==> src/rtl/comma_aligner.sv <==
// K28.5 comma aligner: hunts for the comma in either disparity on a 1-bit serial line
// and, once locked, delivers one aligned 10-bit symbol every 10 enabled cycles.
//   state  | meaning
//   HUNT   | no alignment; any comma sets the boundary
//   VERIFY | boundary set; counting aligned commas toward lock
//   LOCKED | symbols emitted; off-boundary commas counted toward loss
module comma_aligner #(
  parameter int         LOCK_COMMAS = 2,
  parameter int         LOSS_COUNT  = 3,
  parameter logic [9:0] COMMA_NEG   = 10'h0FA,
  parameter logic [9:0] COMMA_POS   = 10'h305
) (
  input  logic       clk,
  input  logic       rst,
  input  logic       enb,
  input  logic       serialIn,
  output logic [9:0] symbol,
  output logic       symbolValid,
  output logic       isComma,
  output logic       locked,
  output logic       alignErr
);

  localparam logic [1:0] HUNT   = 2'd0;
  localparam logic [1:0] VERIFY = 2'd1;
  localparam logic [1:0] LOCKED = 2'd2;

  localparam int CW = $clog2(LOCK_COMMAS + 1);
  localparam int EW = $clog2(LOSS_COUNT + 1);
  localparam logic [CW-1:0] COMMA_LAST    = CW'(LOCK_COMMAS - 1);
  localparam logic [EW-1:0] ERR_LAST      = EW'(LOSS_COUNT - 1);
  localparam logic [1:0]    REALIGN_STATE = (LOCK_COMMAS == 1) ? LOCKED : VERIFY;

  logic [8:0]    sr;
  logic [9:0]    win;
  logic          match;
  logic          boundary;
  logic [3:0]    bitCnt;
  logic [1:0]    state;
  logic [CW-1:0] commaCnt;
  logic [EW-1:0] errCnt;

  assign win      = {sr, serialIn};
  assign match    = (win == COMMA_NEG) || (win == COMMA_POS);
  assign boundary = (bitCnt == 4'd9);
  assign locked   = (state == LOCKED);

  always_ff @(posedge clk or negedge rst) begin
    if (!rst) begin
      sr          <= '0;
      bitCnt      <= '0;
      commaCnt    <= '0;
      errCnt      <= '0;
      state       <= HUNT;
      symbol      <= '0;
      symbolValid <= 1'b0;
      isComma     <= 1'b0;
      alignErr    <= 1'b0;
    end else begin
      symbolValid <= 1'b0;
      isComma     <= 1'b0;
      alignErr    <= 1'b0;
      if (enb) begin
        sr     <= win[8:0];
        bitCnt <= boundary ? 4'd0 : bitCnt + 4'd1;
        case (state)
          HUNT: begin
            if (match) begin
              bitCnt   <= 4'd0;
              commaCnt <= CW'(1);
              errCnt   <= '0;
              if (LOCK_COMMAS == 1) begin
                state       <= LOCKED;
                symbol      <= win;
                symbolValid <= 1'b1;
                isComma     <= 1'b1;
              end else begin
                state <= VERIFY;
              end
            end
          end
          VERIFY: begin
            if (match) begin
              if (boundary) begin
                commaCnt <= commaCnt + CW'(1);
                if (commaCnt == COMMA_LAST) begin
                  state       <= LOCKED;
                  symbol      <= win;
                  symbolValid <= 1'b1;
                  isComma     <= 1'b1;
                  errCnt      <= '0;
                end
              end else begin
                // comma off the current boundary restarts verification on it
                bitCnt   <= 4'd0;
                commaCnt <= CW'(1);
              end
            end
          end
          LOCKED: begin
            if (boundary) begin
              symbol      <= win;
              symbolValid <= 1'b1;
              isComma     <= match;
              if (match) errCnt <= '0;
            end else if (match) begin
              alignErr <= 1'b1;
              if (errCnt == ERR_LAST) begin
                state    <= REALIGN_STATE;
                bitCnt   <= 4'd0;
                commaCnt <= CW'(1);
                errCnt   <= '0;
              end else begin
                errCnt <= errCnt + EW'(1);
              end
            end
          end
          default: state <= HUNT;
        endcase
      end
    end
  end

endmodule
==> config.mk <==
export PLATFORM = sky130hd
export DESIGN_NAME = comma_aligner
export DESIGN_NICKNAME = d
export VERILOG_FILES = /design/src/rtl/comma_aligner.sv
export SDC_FILE = /design/constraint.sdc
export NUM_CORES = 1
export LEC_CHECK = 0
export ABC_AREA = 1
export CAP_MARGIN = 40
export CORE_UTILIZATION = 50
export CTS_BUF_LIST = sky130_fd_sc_hd__clkbuf_8
export DETAILED_ROUTE_END_ITERATION = 8
export PLACE_DENSITY = 0.78
export SETUP_SLACK_MARGIN = 0.02
export SLEW_MARGIN = 5
export SYNTH_ARGS = -nofsm -noshare
export SYNTH_HDL_FRONTEND = slang
export SYNTH_SLANG_ARGS = --single-unit
==> constraint.sdc <==
create_clock -name clk -period 3.87 [get_ports clk]
set_input_delay 0.774 -clock clk [delete_from_list [all_inputs] [get_ports clk]]
set_output_delay 0.774 -clock clk [all_outputs]
set_load 0.02 [all_outputs]
# Yosys cells after proc, flatten, opt, wreduce, memory -nomap -nowiden
# Cells that the tools add are included.
# totals
word_cells,81
inputBits,4
out_inout_bits,14
register_bits,32
# classes
n_addsub,3
reduce_logical,8
mux,45
n_eq_ne,16
# op_table
op,n
$mux W10,4
$mux W2,16
$mux W4,7
$pmux W10 S2,1
$pmux W2 S3,3
$pmux W4 S3,1
$reduce_and A6 Y1,2
$mux W1,11
$eq A10 B10 Y1 const B,1
$eq A10 B8 Y1 const B,1
$ne A2 B2 Y1 const B,5
$reduce_and A8 Y1,1
$reduce_and A7 Y1,1
$ne A2 B1 Y1 const B,3
$add A2 B1 Y2 const B,2
$add A4 B1 Y4 const B,1
$eq A2 B1 Y1 const B,2
$eq A2 B2 Y1 const B,2
$eq A4 B4 Y1 const B,1
$pmux W1 S2,2
$ne A3 B1 Y1 const B,1
$reduce_bool A3 Y1,1
$logic_not A2 Y1,1
$reduce_bool A2 Y1,1
$logic_or A1 B1 Y1,1

# Depth between registers and ports, before layout
# Gate-level depths: netlist (run 1).
# depth
depth_word,6
ltp_mapped,11
ltp_nobuf,11

# Least setup slack after synthesis (run 1)
# No wires, ideal clock.
# synth_timing
kind,in2reg
from,in serialIn
to,reg symbol[5]
path_slack_ns,2.246
required_ns,3.752
arrival_time_ns,1.506
stages,9
cell_sequence,inv_2 nand2_1 nor2_1 nand3_2 nand3_2 nand2_2 buf_6 nand2_1 o21ai_2
# synth_via
elab_chain_cells,4
word_cells_on_any_way,5
cone_classes,eq/ne: 3; reduce/logical: 2
# synth_lines
element,line,source
start: declaration,16,"input logic serialIn,"
$eq A10 B8 Y1 or $eq A10 B10 Y1 (tied branches),44,assign match = (win == COMMA_NEG) || (win == COMMA_POS);
$logic_or A1 B1 Y1 (*),44,
$ne A2 B2 Y1 (no source line) (*),n/a,
$reduce_and A6 Y1 (no source line) (*),n/a,
end signal: assignment,74,symbol <= win;
end signal: assignment,88,symbol <= win;
end signal: assignment,102,symbol <= win;
end: declaration,17,"output logic [9:0] symbol,"
# Mark *: on every way between the ends. The rest lies on a longest branch, timed or not.
# A chain may end at the register's enable or synchronous reset.

# Final worst setup path (run 1)
# layout_timing
from,in enb
to,reg symbol[0]
# layout_via
elab_chain_cells,1
# layout_lines
element,line,source
start: declaration,15,"input logic enb,"
$reduce_and A6 Y1 (no source line),n/a,
# No other way between the ends.

==> flow_summary.ini, run 1 <==
[yosys]
synth_top_family_by_area = simple AND/OR/NAND/NOR gates
ys_seq_area_share_pct = 46.5
synth_ff_type = dfrtp_1
synth_edf_count = 0
syn_nets = 227
syn_inst = 216
synthAdderAreaFrac_pct = 5.09
synth_area_per_cell_um2 = 7.97
synthMuxAreaShare_pct = 0
netlist_area_um2 = 1720
synth_xor_area_share_pct = 0.509
synth_cell_types = 24
synthSimpleGateAreaFrac_pct = 28.9
synth_compound_area_share_pct = 10.8
synth_warnings = 0
ys_ff_latch = 32
ys_async_sr_fraction_pct = 100

[cells_and_area]
area_delta_synth_final_pct = 19.1
layout-drive-gt1-share_pct = 17.2
design_area_um2 = 2050
antennaDiodeCount = 0
layout_common_cells = 70 x nand2_1, 32 x dfrtp_1, 21 x inv_1
final_common_cell = nand2_1
nets = 248
stdcell_count = 282

[clock_network]
cts.repair.resized = 0
holdBufCountCts = 0
cts_inserted_buffers = 5
clkLatencyLatePin_ns = 0.28
cts.sinks = 32
cts_htree_levels = 2
cts_tree = built
cts_buffer_depth = 2
cts.reportedPaths.clkPinSlew_ns = 0.06
clk_root_buffer_cell = clkbuf_8
post_cts_buffers = 0

[placed_design]
place_hpwl_mm = 2.24
dpl-instance-area_um2 = 1920
place_congestion = 0.907
numPlacedInstances = 274
io_buffers = 17

[routing]
drc_errors = 0
ant_nets = 0
vias = 1395
dr.pass1.iters = 4
vias_per_cell = 4.95
drtIter0Drc = 42
wl_per_cell_um = 11.1
routed_wl_mm = 3.14

[global_routing]
grt_pass1_vias = 1259
overflow = 0
grtUsageTotal_pct = 19.9
grt_antenna_before_repair = 0
grt_max_degree = 33
grt_pass1_wl_mm = 5.31

[floorplanning]
start_util_pct = 54.6
io_pins = 18
num_rows = 20
die-area_um2 = 3680
die_h_um = 60.7
core_um2 = 3150
chipWidth_um = 60.7

[worst_setup_path]
cp-start-kind = input pin
r2r-end = symbol[0]
cp_max_fo = 24
worstSetupEndpoint = symbol[0]
crit_start = enb
rr_startpoint = state[1]
critPathKind = input pin to register
critical_path_required_ns = 4.03
cp.arrival_ns = 2.66
crit_path_end_kind = register
ff2ff_path_depth = 8
r2r_setup_slack_ns = 2.06

[sta]
rsz0062_at_grt = false
tightest_slew_ns = 0.738
period_needed_ns = 2.50
setup_violations = 0
max_freq_mhz = 400
relSlewSlack_pct = 50.6
setup-tns-final_ns = 0
fin_crit_sh_pct = 64.6
finalClockSkew_ns = 0.00752
slew_viol_final = 0
finalHoldViolations = 0

[power_and_ir_drop]
leakagePower_nw = 1.01
power_density_nw_per_um2 = 725
vdd_drop_max_mv = 0.464
total_power_w = 0.00149

[job]
max-cap-violations = 0

[min_path]
timing.hold.worst.class = register to register
min_from = commaCnt[1]

[outcome]
status = complete, no violations
[worst min-delay path by stage]
| stage | end | slack [ns] | depth (start not counted) |
|---|---|---|---|
| after floorplan | commaCnt[1] | 0.44 | 2 |
| after global placement | commaCnt[1] | 0.46 | 2 |
| after detailed placement | commaCnt[1] | 0.47 | 2 |
| after CTS | commaCnt[1] | 0.48 | 2 |
| after global routing | commaCnt[1] | 0.51 | 2 |
| final | commaCnt[1] | 0.48 | 2 |
[cell type report]
cell class	count	area (µm²)
clock buffer	7	96.3
multi-input combinational	150	778
clock inverter	1	30.0
tap	44	55.1
inverter	30	113
sequential	32	801
timing repair buffer	18	178
fill	290	1100
[synth_stat cells (3+ instances only)]
cell type  instances  area [µm²]
nand2_1           70         263
o21ai_0           12        60.1
ha_1               7        87.6
nor3_1             3        15.0
nor2_1            17        63.8
a21oi_1            5        25.0
dfrtp_1           32         801
nand3_2            3        30.0
nor2_2             3        18.8
nand2_2            4        25.0
nand3_1            8        40.0
o21ai_2           10        87.6
inv_2              9        33.8
inv_1             21        78.8
[kinds of logic after synthesis]
logic type,Yosys count
buf+inv,34
xor+xnor,1
simple gates,113
fa+ha+maj,7
flops,32
compound gates,29
[per-layer routing]
layer	GRT usage, %	share of wire [%]	vias up
met1	26.5	48	629
met5	0	0	-
met2	31.9	45	44
met4	6.82	1.6	0
li1	-	-	714
met3	4.90	5.4	8
[stage by stage]
stage | utilization, % | worst slack (ns) | hold WS (ns)
final | 65.0 | 1.37 | 0.476
after CTS | 65.0 | 1.35 | 0.481
after global placement | 61.0 | 1.16 | 0.463
after global routing | 65.0 | 1.21 | 0.510
after detailed placement | 61.0 | 1.07 | 0.467
after floorplan | - | 2.25 | 0.442
[power by group]
part / internal, W / total [W] / switching (W)
clock: 0.000227 / 0.000345 / 0.000118
combinational: 0.000248 / 0.000629 / 0.000382
sequential: 0.000433 / 0.000513 / 0.0000795
[flip-flops by register name, indices dropped and copies added, names as in the netlist]
signal	flops
alignErr	1
sr	9
bitCnt	4
symbol	10
state	2
isComma	1
errCnt	2
symbolValid	1
commaCnt	2
[critical path, stage by stage]
cell and delay [ns]:
clkdlybuf4s50_1 0.95, nand2_1 0.19, nor3_2 0.20, nand2_2 0.29
nand2_1 0.18, o21ai_2 0.06
Note: power is estimated with default switching activity, not from simulation.
==> inputs of run 2 (changes only) <==
--- a/config.mk
+++ b/config.mk
@@ -10,7 +10,7 @@
 export CORE_UTILIZATION = 50
 export CTS_BUF_LIST = sky130_fd_sc_hd__clkbuf_8
 export DETAILED_ROUTE_END_ITERATION = 8
-export PLACE_DENSITY = 0.78
+export PLACE_DENSITY = 0.81
 export SETUP_SLACK_MARGIN = 0.02
 export SLEW_MARGIN = 5
 export SYNTH_ARGS = -nofsm -noshare
==> constraint.sdc (replaced) <==
create_clock -name clk -period 2.14 [get_ports clk]
set_input_delay 0.428 -clock clk [delete_from_list [all_inputs] [get_ports clk]]
set_output_delay 0.428 -clock clk [all_outputs]
set_load 0.02 [all_outputs]
==> flow_summary.ini, run 2 (synthesis gave the netlist of run 1 again) <==
[routing]
drc_errors = 0
dr.pass1.iters = 4
drtIter0Drc = 34
wl_per_cell_um = 11.8
vias = 1372
routed_wl_mm = 3.33
vias_per_cell = 4.85
ant_nets = 0

[cells_and_area]
layout-drive-gt1-share_pct = 17.6
final_common_cell = nand2_1
regMostFlops = symbol
layout_common_cells = 70 x nand2_1, 32 x dfrtp_1, 21 x inv_1
nets = 249
top_regs = symbol x10, sr x9, bitCnt x4
design_area_um2 = 2050
largest_register_ffs = 10
area_delta_synth_final_pct = 18.8
utilization_pct = 64.9
antennaDiodeCount = 0

[sta]
finalClockSkew_ns = 0.00967
fin_crit_sh_pct = 85.2
period_needed_ns = 1.82
tightest_slew_ns = 0.452
slew_viol_final = 0
rsz0062_at_grt = false
max_freq_mhz = 548
finalHoldViolations = 0
setup-tns-final_ns = 0
setup_violations = 0
setup_ws_ns = 0.316
relSlewSlack_pct = 69.7

[clock_network]
clkLatencyLatePin_ns = 0.29
holdBufCountCts = 0
cts_tree = built
cts.sinks = 32
clk_root_buffer_cell = clkbuf_8
post_cts_buffers = 0
cts.reportedPaths.clkPinSlew_ns = 0.07
cts_htree_levels = 2
cts.repair.resized = 0
cts_buffer_depth = 2
cts_inserted_buffers = 5

[worst_setup_path]
ff2ff_path_depth = 9
worstSetupEndpoint = symbol[1]
r2r_setup_slack_ns = 0.32
crit_top_cell = nand2_1
cp-start-kind = register
rr_startpoint = bitCnt[1]
cp_max_fo = 20
crit_path_end_kind = register
crit_start = bitCnt[1]
cp_slowest_cell = dfrtp_1
r2r-end = symbol[1]
path_cells = inv_1 -> ha_1 -> nand2_1 -> nor2_4 -> a21oi_1 -> nor3_2 -> nand2_2 -> nand2_1 -> o21ai_2
critical_path_required_ns = 2.31
critPathKind = register to register
critical_path.max_stage_delay_ns = 0.40
cp.arrival_ns = 1.99

[floorplanning]
io_pins = 18
die_h_um = 60.7
chipWidth_um = 60.7
num_rows = 20
start_util_pct = 54.6
die-area_um2 = 3680
core_um2 = 3150

[min_path]
hold_depth = 2
min_from = symbol[2]
timing.hold.worst.class = register to register

[placed_design]
pre_cts_slack_ns = 0.0569
dpl-instance-area_um2 = 1930
io_buffers = 17
place_hpwl_mm = 2.47
place_congestion = 0.825

[outcome]
status = complete, no violations

[global_routing]
grt_pass1_vias = 1376
grt_antenna_before_repair = 0
grt_pass1_wl_mm = 5.78
grt_max_degree = 33
overflow = 0
grtUsageTotal_pct = 22.1

[power_and_ir_drop]
leakagePower_nw = 1.02
power_density_nw_per_um2 = 1290
vdd_drop_max_mv = 0.632

[job]
max-cap-violations = 0
run 2: changes by cell type in the layout (fill, tap and decap cells not counted):
cell,previous run,this run
clkdlybuf4s50_1,17,16
clkinv_2,0,1
clkinvlp_4,0,1
dlymetal6s2s_1,0,1
clkbuf_8,7,5
buf_4,1,2
run 2: power breakdown:
group / switching (W) / internal [W] / total, W
sequential: 0.000141 / 0.000783 / 0.000924
clock: 0.000229 / 0.000344 / 0.000573
combinational: 0.000687 / 0.000446 / 0.00113
run 2: how the worst min path moves through the flow:
stage,to,slack [ns]
finish,symbol[2],0.49
global route,symbol[8],0.50
CTS,commaCnt[1],0.49
detailed placement,commaCnt[1],0.47
global placement,commaCnt[1],0.46
floorplan,alignErr,0.13
run 2: area by class of cell:
cell class	instances	area (µm²)
Inverter	30	113
Sequential cell	32	801
Fill cell	295	1110
Tap cell	44	55.1
Timing Repair Buffer	19	188
Clock inverter	3	42.5
Multi-Input combinational cell	150	778
Clock buffer	5	68.8
run 2: worst max-delay path: cells and delay by family, from the launching register on:
| kind | cells | cell delay [ns] |
|---|---|---|
| adders and majority gates | 1 | 0.14 |
| AOI/OAI and AO/OA | 2 | 0.19 |
| and+or+nand+nor | 5 | 0.89 |
| DFF | 1 | 0.40 |
| buffers and inverters | 1 | 0.07 |
run 2: stage by stage:
step | cells | total power, W | hold WS (ns)
finish | 283 | 0.00263 | 0.485
global placement | 275 | 0.00203 | 0.458
CTS | 283 | 0.00265 | 0.489
detailed placement | 275 | 0.00207 | 0.468
floorplan | 216 | 0.00174 | 0.132
global route | 283 | 0.00283 | 0.503
run 2: metal layers:
layer / wire length, µm / global-route usage, %
met1: 1560 / 25.8
met2: 1540 / 37.4
met3: 141 / 6.40
met4: 91 / 10.7
met5: 0 / 0
==> inputs of run 3 (changes only) <==
--- a/config.mk
+++ b/config.mk
@@ -7,10 +7,10 @@
 export LEC_CHECK = 0
 export ABC_AREA = 1
 export CAP_MARGIN = 40
-export CORE_UTILIZATION = 50
+export CORE_UTILIZATION = 30
 export CTS_BUF_LIST = sky130_fd_sc_hd__clkbuf_8
 export DETAILED_ROUTE_END_ITERATION = 8
-export PLACE_DENSITY = 0.81
+export PLACE_DENSITY = 0.55
 export SETUP_SLACK_MARGIN = 0.02
 export SLEW_MARGIN = 5
 export SYNTH_ARGS = -nofsm -noshare
==> flow_summary.ini, run 3 (synthesis gave the netlist of run 1 again) <==
[routing]
vias_per_cell = 4.44
routed_wl_mm = 3.24
drc_errors = 0
dr.pass1.iters = 5
vias = 1375
wl_per_cell_um = 10.5
ant_nets = 0
drtIter0Drc = 60

[global_routing]
grt_pass1_vias = 1263
grt_max_degree = 33
grt_pass1_wl_mm = 5.74
grt_antenna_before_repair = 0
grtUsageTotal_pct = 12.3
overflow = 0

[clock_network]
cts.reportedPaths.clkPinSlew_ns = 0.06
cts.sinks = 32
post_cts_buffers = 0
clk_root_buffer_cell = clkbuf_8
cts_htree_levels = 2
clkLatencyLatePin_ns = 0.28
cts_buffer_depth = 2
cts_inserted_buffers = 5
cts_tree = built

[worst_setup_path]
r2r_setup_slack_ns = 0.32
ff2ff_path_depth = 9
cp-start-kind = input pin
path_depth = 8
cp_slowest_cell = clkdlybuf4s50_1
critical_path_required_ns = 2.30
cpLargestDelayFamily = simple AND/OR/NAND/NOR gates
crit_start = serialIn
cp_max_fo = 20
critical_path.max_stage_delay_ns = 0.53
path_cells = clkdlybuf4s50_1 -> nand2_1 -> nor2_1 -> nand3_1 -> nand3_2 -> nand2_2 -> nand2_1 -> o21ai_2
worstSetupEndpoint = symbol[2]
crit_top_cell = nand2_1
critPathKind = input pin to register
path_buf_inv = 1
crit_path_end_kind = register
rr_startpoint = bitCnt[1]
r2r-end = symbol[2]
cp.arrival_ns = 1.98

[sta]
tightest_slew_ns = 0.484
finalClockSkew_ns = 0.00563
hold_ws_ns = 0.471
max_freq_mhz = 547
period_needed_ns = 1.83
setup_violations = 0
fin_crit_sh_pct = 85.4
finalHoldViolations = 0
rsz0062_at_grt = false
setup-tns-final_ns = 0
slew_viol_final = 0
relSlewSlack_pct = 67.6

[cells_and_area]
final_common_cell = nand2_1
area_delta_synth_final_pct = 18.9
nets = 249
nFillCells = 578
top_regs = symbol x10, sr x9, bitCnt x4
regMostFlops = symbol
antennaDiodeCount = 0
layout-drive-gt1-share_pct = 16.8
largest_register_ffs = 10
layout_common_cells = 70 x nand2_1, 32 x dfrtp_1, 22 x inv_1

[floorplanning]
core_um2 = 5510
die-area_um2 = 6050
start_util_pct = 31.3
io_pins = 18
die_h_um = 77.8
num_rows = 27
chipWidth_um = 77.8

[outcome]
status = complete, no violations

[power_and_ir_drop]
leakagePower_nw = 1.01
vdd_drop_max_mv = 0.407
power_density_nw_per_um2 = 1200

[placed_design]
place_hpwl_mm = 2.39
place_congestion = 0.809
io_buffers = 17

[min_path]
min_from = commaCnt[1]
timing.hold.worst.class = register to register

[job]
max-cap-violations = 0
## run 3: where the power goes
part	internal [W]	leakage, nW	switching [W]
sequential	0.000783	0.416	0.000139
combinational	0.000445	0.551	0.000676
clock	0.000216	0.0452	0.000205
total	0.00144	1.01	0.00102
## run 3: final cells by class
cell class                      count  area, µm²  share of cell area (%)
Clock inverter                      2       8.76                   0.428
Clock buffer                        5       68.8                    3.36
Inverter                           30        113                    5.50
Tap cell                           72       90.1                    4.40
Sequential cell                    32        801                    39.1
Multi-Input combinational cell    150        778                    38.0
Timing Repair Buffer               19        188                    9.17
## run 3: worst min-delay path by stage
stage | cells after the start | to | slack [ns]
floorplan | 0 | alignErr | 0.13
global placement | 2 | commaCnt[1] | 0.46
detailed placement | 2 | commaCnt[1] | 0.47
CTS | 2 | commaCnt[1] | 0.48
global route | 2 | symbol[5] | 0.51
finish | 2 | commaCnt[1] | 0.47
## run 3: through the flow
stage / util, % / area (µm²) / total power (W) / worst slack [ns] / std cells
floorplan: - / 1720 / 0.00174 / 0.552 / 216
global placement: 35.7 / 1970 / 0.00206 / 0.0307 / 303
detailed placement: 35.7 / 1970 / 0.00206 / 0.00380 / 303
CTS: 37.1 / 2040 / 0.00249 / 0.0440 / 310
global route: 37.2 / 2050 / 0.00269 / 0.0486 / 310
finish: 37.2 / 2050 / 0.00247 / 0.313 / 310
## run 3: routing by layer
layer / GRT usage, % / up-vias / wire length, µm
met5: 0 / - / 0
met4: 5.66 / 0 / 63
met3: 3.18 / 6 / 129
met2: 17.3 / 30 / 1340
met1: 17.5 / 631 / 1710
li1: - / 708 / -
## run 3: what timing repair did
item	CTS	global route
resized for setup	0	1
endpoints found under the setup margin	0	1
hold endpoints to repair	0	0
hold buffers	0	0
## run 3: worst register-to-register path: stages, from the launching register on
cell and delay, ns:
dfrtp_1 0.40, inv_1 0.08, ha_1 0.13, nand2_1 0.08
nor2_4 0.18, a21oi_1 0.13, nor3_2 0.14, nand2_2 0.31
nand2_1 0.18, o21ai_2 0.06
==> edit, RTL diff (config.mk and constraints of run 2) <==
Register the output `symbol` once more, with the module's reset; this adds one clock of latency there. The other outputs are not delayed to match. Comments in the files are not updated.
--- a/src/rtl/comma_aligner.sv
+++ b/src/rtl/comma_aligner.sv
@@ -31,6 +31,8 @@
   localparam logic [EW-1:0] ERR_LAST      = EW'(LOSS_COUNT - 1);
   localparam logic [1:0]    REALIGN_STATE = (LOCK_COMMAS == 1) ? LOCKED : VERIFY;
 
+  logic [9:0] symbol_s0;
+
   logic [8:0]    sr;
   logic [9:0]    win;
   logic          match;
@@ -52,7 +54,7 @@
       commaCnt    <= '0;
       errCnt      <= '0;
       state       <= HUNT;
-      symbol      <= '0;
+      symbol_s0   <= '0;
       symbolValid <= 1'b0;
       isComma     <= 1'b0;
       alignErr    <= 1'b0;
@@ -71,7 +73,7 @@
               errCnt   <= '0;
               if (LOCK_COMMAS == 1) begin
                 state       <= LOCKED;
-                symbol      <= win;
+                symbol_s0   <= win;
                 symbolValid <= 1'b1;
                 isComma     <= 1'b1;
               end else begin
@@ -85,7 +87,7 @@
                 commaCnt <= commaCnt + CW'(1);
                 if (commaCnt == COMMA_LAST) begin
                   state       <= LOCKED;
-                  symbol      <= win;
+                  symbol_s0   <= win;
                   symbolValid <= 1'b1;
                   isComma     <= 1'b1;
                   errCnt      <= '0;
@@ -99,7 +101,7 @@
           end
           LOCKED: begin
             if (boundary) begin
-              symbol      <= win;
+              symbol_s0   <= win;
               symbolValid <= 1'b1;
               isComma     <= match;
               if (match) errCnt <= '0;
@@ -121,4 +123,12 @@
     end
   end
 
+  always_ff @(posedge clk or negedge rst) begin
+    if (!rst) begin
+      symbol <= '0;
+    end else begin
+      symbol <= symbol_s0;
+    end
+  end
+
 endmodule
Function: same outputs for any inputs over 10 cycles, from zero or initial values and one cycle with rst low; that may be too few to reach the edited logic, so the function may still have changed.
==> edit against run 2 <==
Synthesized area is 15% higher; maximum frequency is 5.0% lower; worst setup slack worse by 0.095 ns; final area is 13% higher; total power is 9.7% higher; global-route usage is 3.6 points lower; register-to-register slack better by 0.09 ns; clock power is 10% lower; core utilization is 3.4 points lower; sequential cell count is 10 higher; routed wire length hardly changed; largest cell class unchanged; largest power group is now registers.
==> edit: results (changes against run 2) <==
OUTCOME='finished clean'
IRDROPWORSTVDD_V=0.0005946  # -6.0%
SYNTH_TOP_CELLS_BY_AREA='sky130_fd_sc_hd__dfrtp_1 53%, sky130_fd_sc_hd__nand2_1 12%, sky130_fd_sc_hd__inv_1 5.5%'
RR_WORST_DEPTH=12  # +3
REPORTED_LEAKAGE_POWER_nW=1.151  # +13%
DETAIL_ROUTE.FIRST_PASS.ITERATIONS=5  # +1
PATH_DELAY_FAMILY='buffers and inverters'
MAXIMUM_NUMBER_OF_PINS_ON_ONE_NET_BEFORE_GLOBAL_ROUTE_REPAIR=43  # +30%
GP_ROUTABILITY_CONGESTION=0.8489  # +2.9%
DETAIL_ROUTE.ITER0.VIOLATIONS=91  # +170%
SYNTH_TOP_FLOP_CELL='sky130_fd_sc_hd__dfrtp_1'
NETLIST_TOP_CELLS_COUNT='64 x sky130_fd_sc_hd__nand2_1, 42 x sky130_fd_sc_hd__dfrtp_1, 29 x sky130_fd_sc_hd__inv_1'
TIMING.HOLD.WS_NS=0.1746  # -0.3107 ns
DESIGN.FINAL.NETS=262  # +5.2%
DETAILROUTE.VIA_COUNT=1519  # +11%
FIRST_GLOBAL_VIAS=1365  # -0.80%
WORST-ENDPOINT-ARRIVAL_NS=1.49  # -0.50 ns
WL_PER_CELL_UM=11.11  # -5.7%
FINAL_LAYOUT_SIZE_SUFFIX_GT1_FRAC=0.1310  # -0.04478
POST_CTS_SIZING_COUNT=1  # +1
WORST_CASE_REGISTER_TO_REGISTER_SETUP_SLACK_NS=0.41  # +0.09 ns
GRT_PASS1_WL_MM=5.851  # +1.3%
TIGHTESTPINTRANSITION_NS=0.5088  # +0.05645 ns
GLOBALROUTETOTALUTIL=0.1844  # -0.03647
DP_HPWL_MM=2.421  # -1.8%
CLK_PIN_SLEW_WORST_PATHS_NS=0.09  # +0.02 ns
ANTENNA_DIODE_COUNT=0  # unchanged
CRIT_PATH_MAX_FANOUT=7  # -65%
SYNTH_SEQ_AREA_SHARE=0.5303  # +0.06519
REG_TOP3='symbol (10), symbol_s0 (10), sr (9)'
HP-CLASS='input port to asynchronous set/reset pin'
TIMING.CRITICAL_PATH.SLOWEST_CELL_DELAY_NS=0.42  # +0.02 ns
CRIT-REG2REG-CAPTURE='symbol_s0[9]'
-- edit: power by group --
group          internal [mW]  leakage, nW  switching, mW
logic                  0.475        0.565          0.702
clock network          0.233       0.0408          0.281
registers               1.04        0.546          0.151
-- edit: cell families after synthesis --
group | count (synthesis) | synth area share
AO/OA/AOI/OAI | 28 | 0.09028
XOR/XNOR | 1 | 0.004420
adder cells (fa/ha/maj) | 7 | 0.04419
buffers and inverters | 36 | 0.07702
flip-flops | 42 | 0.5303
AND/OR/NAND/NOR | 113 | 0.2538
-- edit: per-stage QoR --
step,area (µm²),utilization,setup slack [ns],cells,power [mW]
6_report,2302,0.6150,0.2211,300,2.886
2_1_floorplan,1982,-,0.6498,227,2.037
4_1_cts,2302,0.6150,0.2269,300,2.917
3_5_place_dp,2211,0.5906,0.1094,292,2.393
5_1_grt,2302,0.6150,0.1482,300,3.120
3_3_place_gp,2211,0.5906,0.1795,292,2.352
-- edit: worst max path at each step --
stage	to	slack [ns]	from	cells after the start
after floorplan	symbol_s0[4]	0.65	bitCnt[1]	12
after global placement	symbol_s0[1]	0.18	serialIn	10
after detailed placement	symbol_s0[0]	0.11	serialIn	10
after CTS	locked	0.23	state[0]	3
after global routing	locked	0.15	state[0]	3
final	locked	0.22	state[0]	3
-- edit: layout make-up --
cell class                 instances  area, µm²
clock inverter                     3      23.77
fill                             329       1441
sequential                        42       1051
inverter                          31      118.9
multi-input combinational        149      778.2
clock buffer                       5      68.82
tap                               48      60.06
timing repair buffer              22      201.4
-- edit: per-layer routing --
| metal | track usage | vias to the layer above | share of wire |
|---|---|---|---|
| li1 | - | 759 | - |
| met1 | 0.2279 | 721 | 0.47 |
| met2 | 0.2930 | 30 | 0.47 |
| met3 | 0.05458 | 9 | 0.035 |
| met4 | 0.08889 | 0 | 0.022 |
| met5 | 0 | - | 0 |
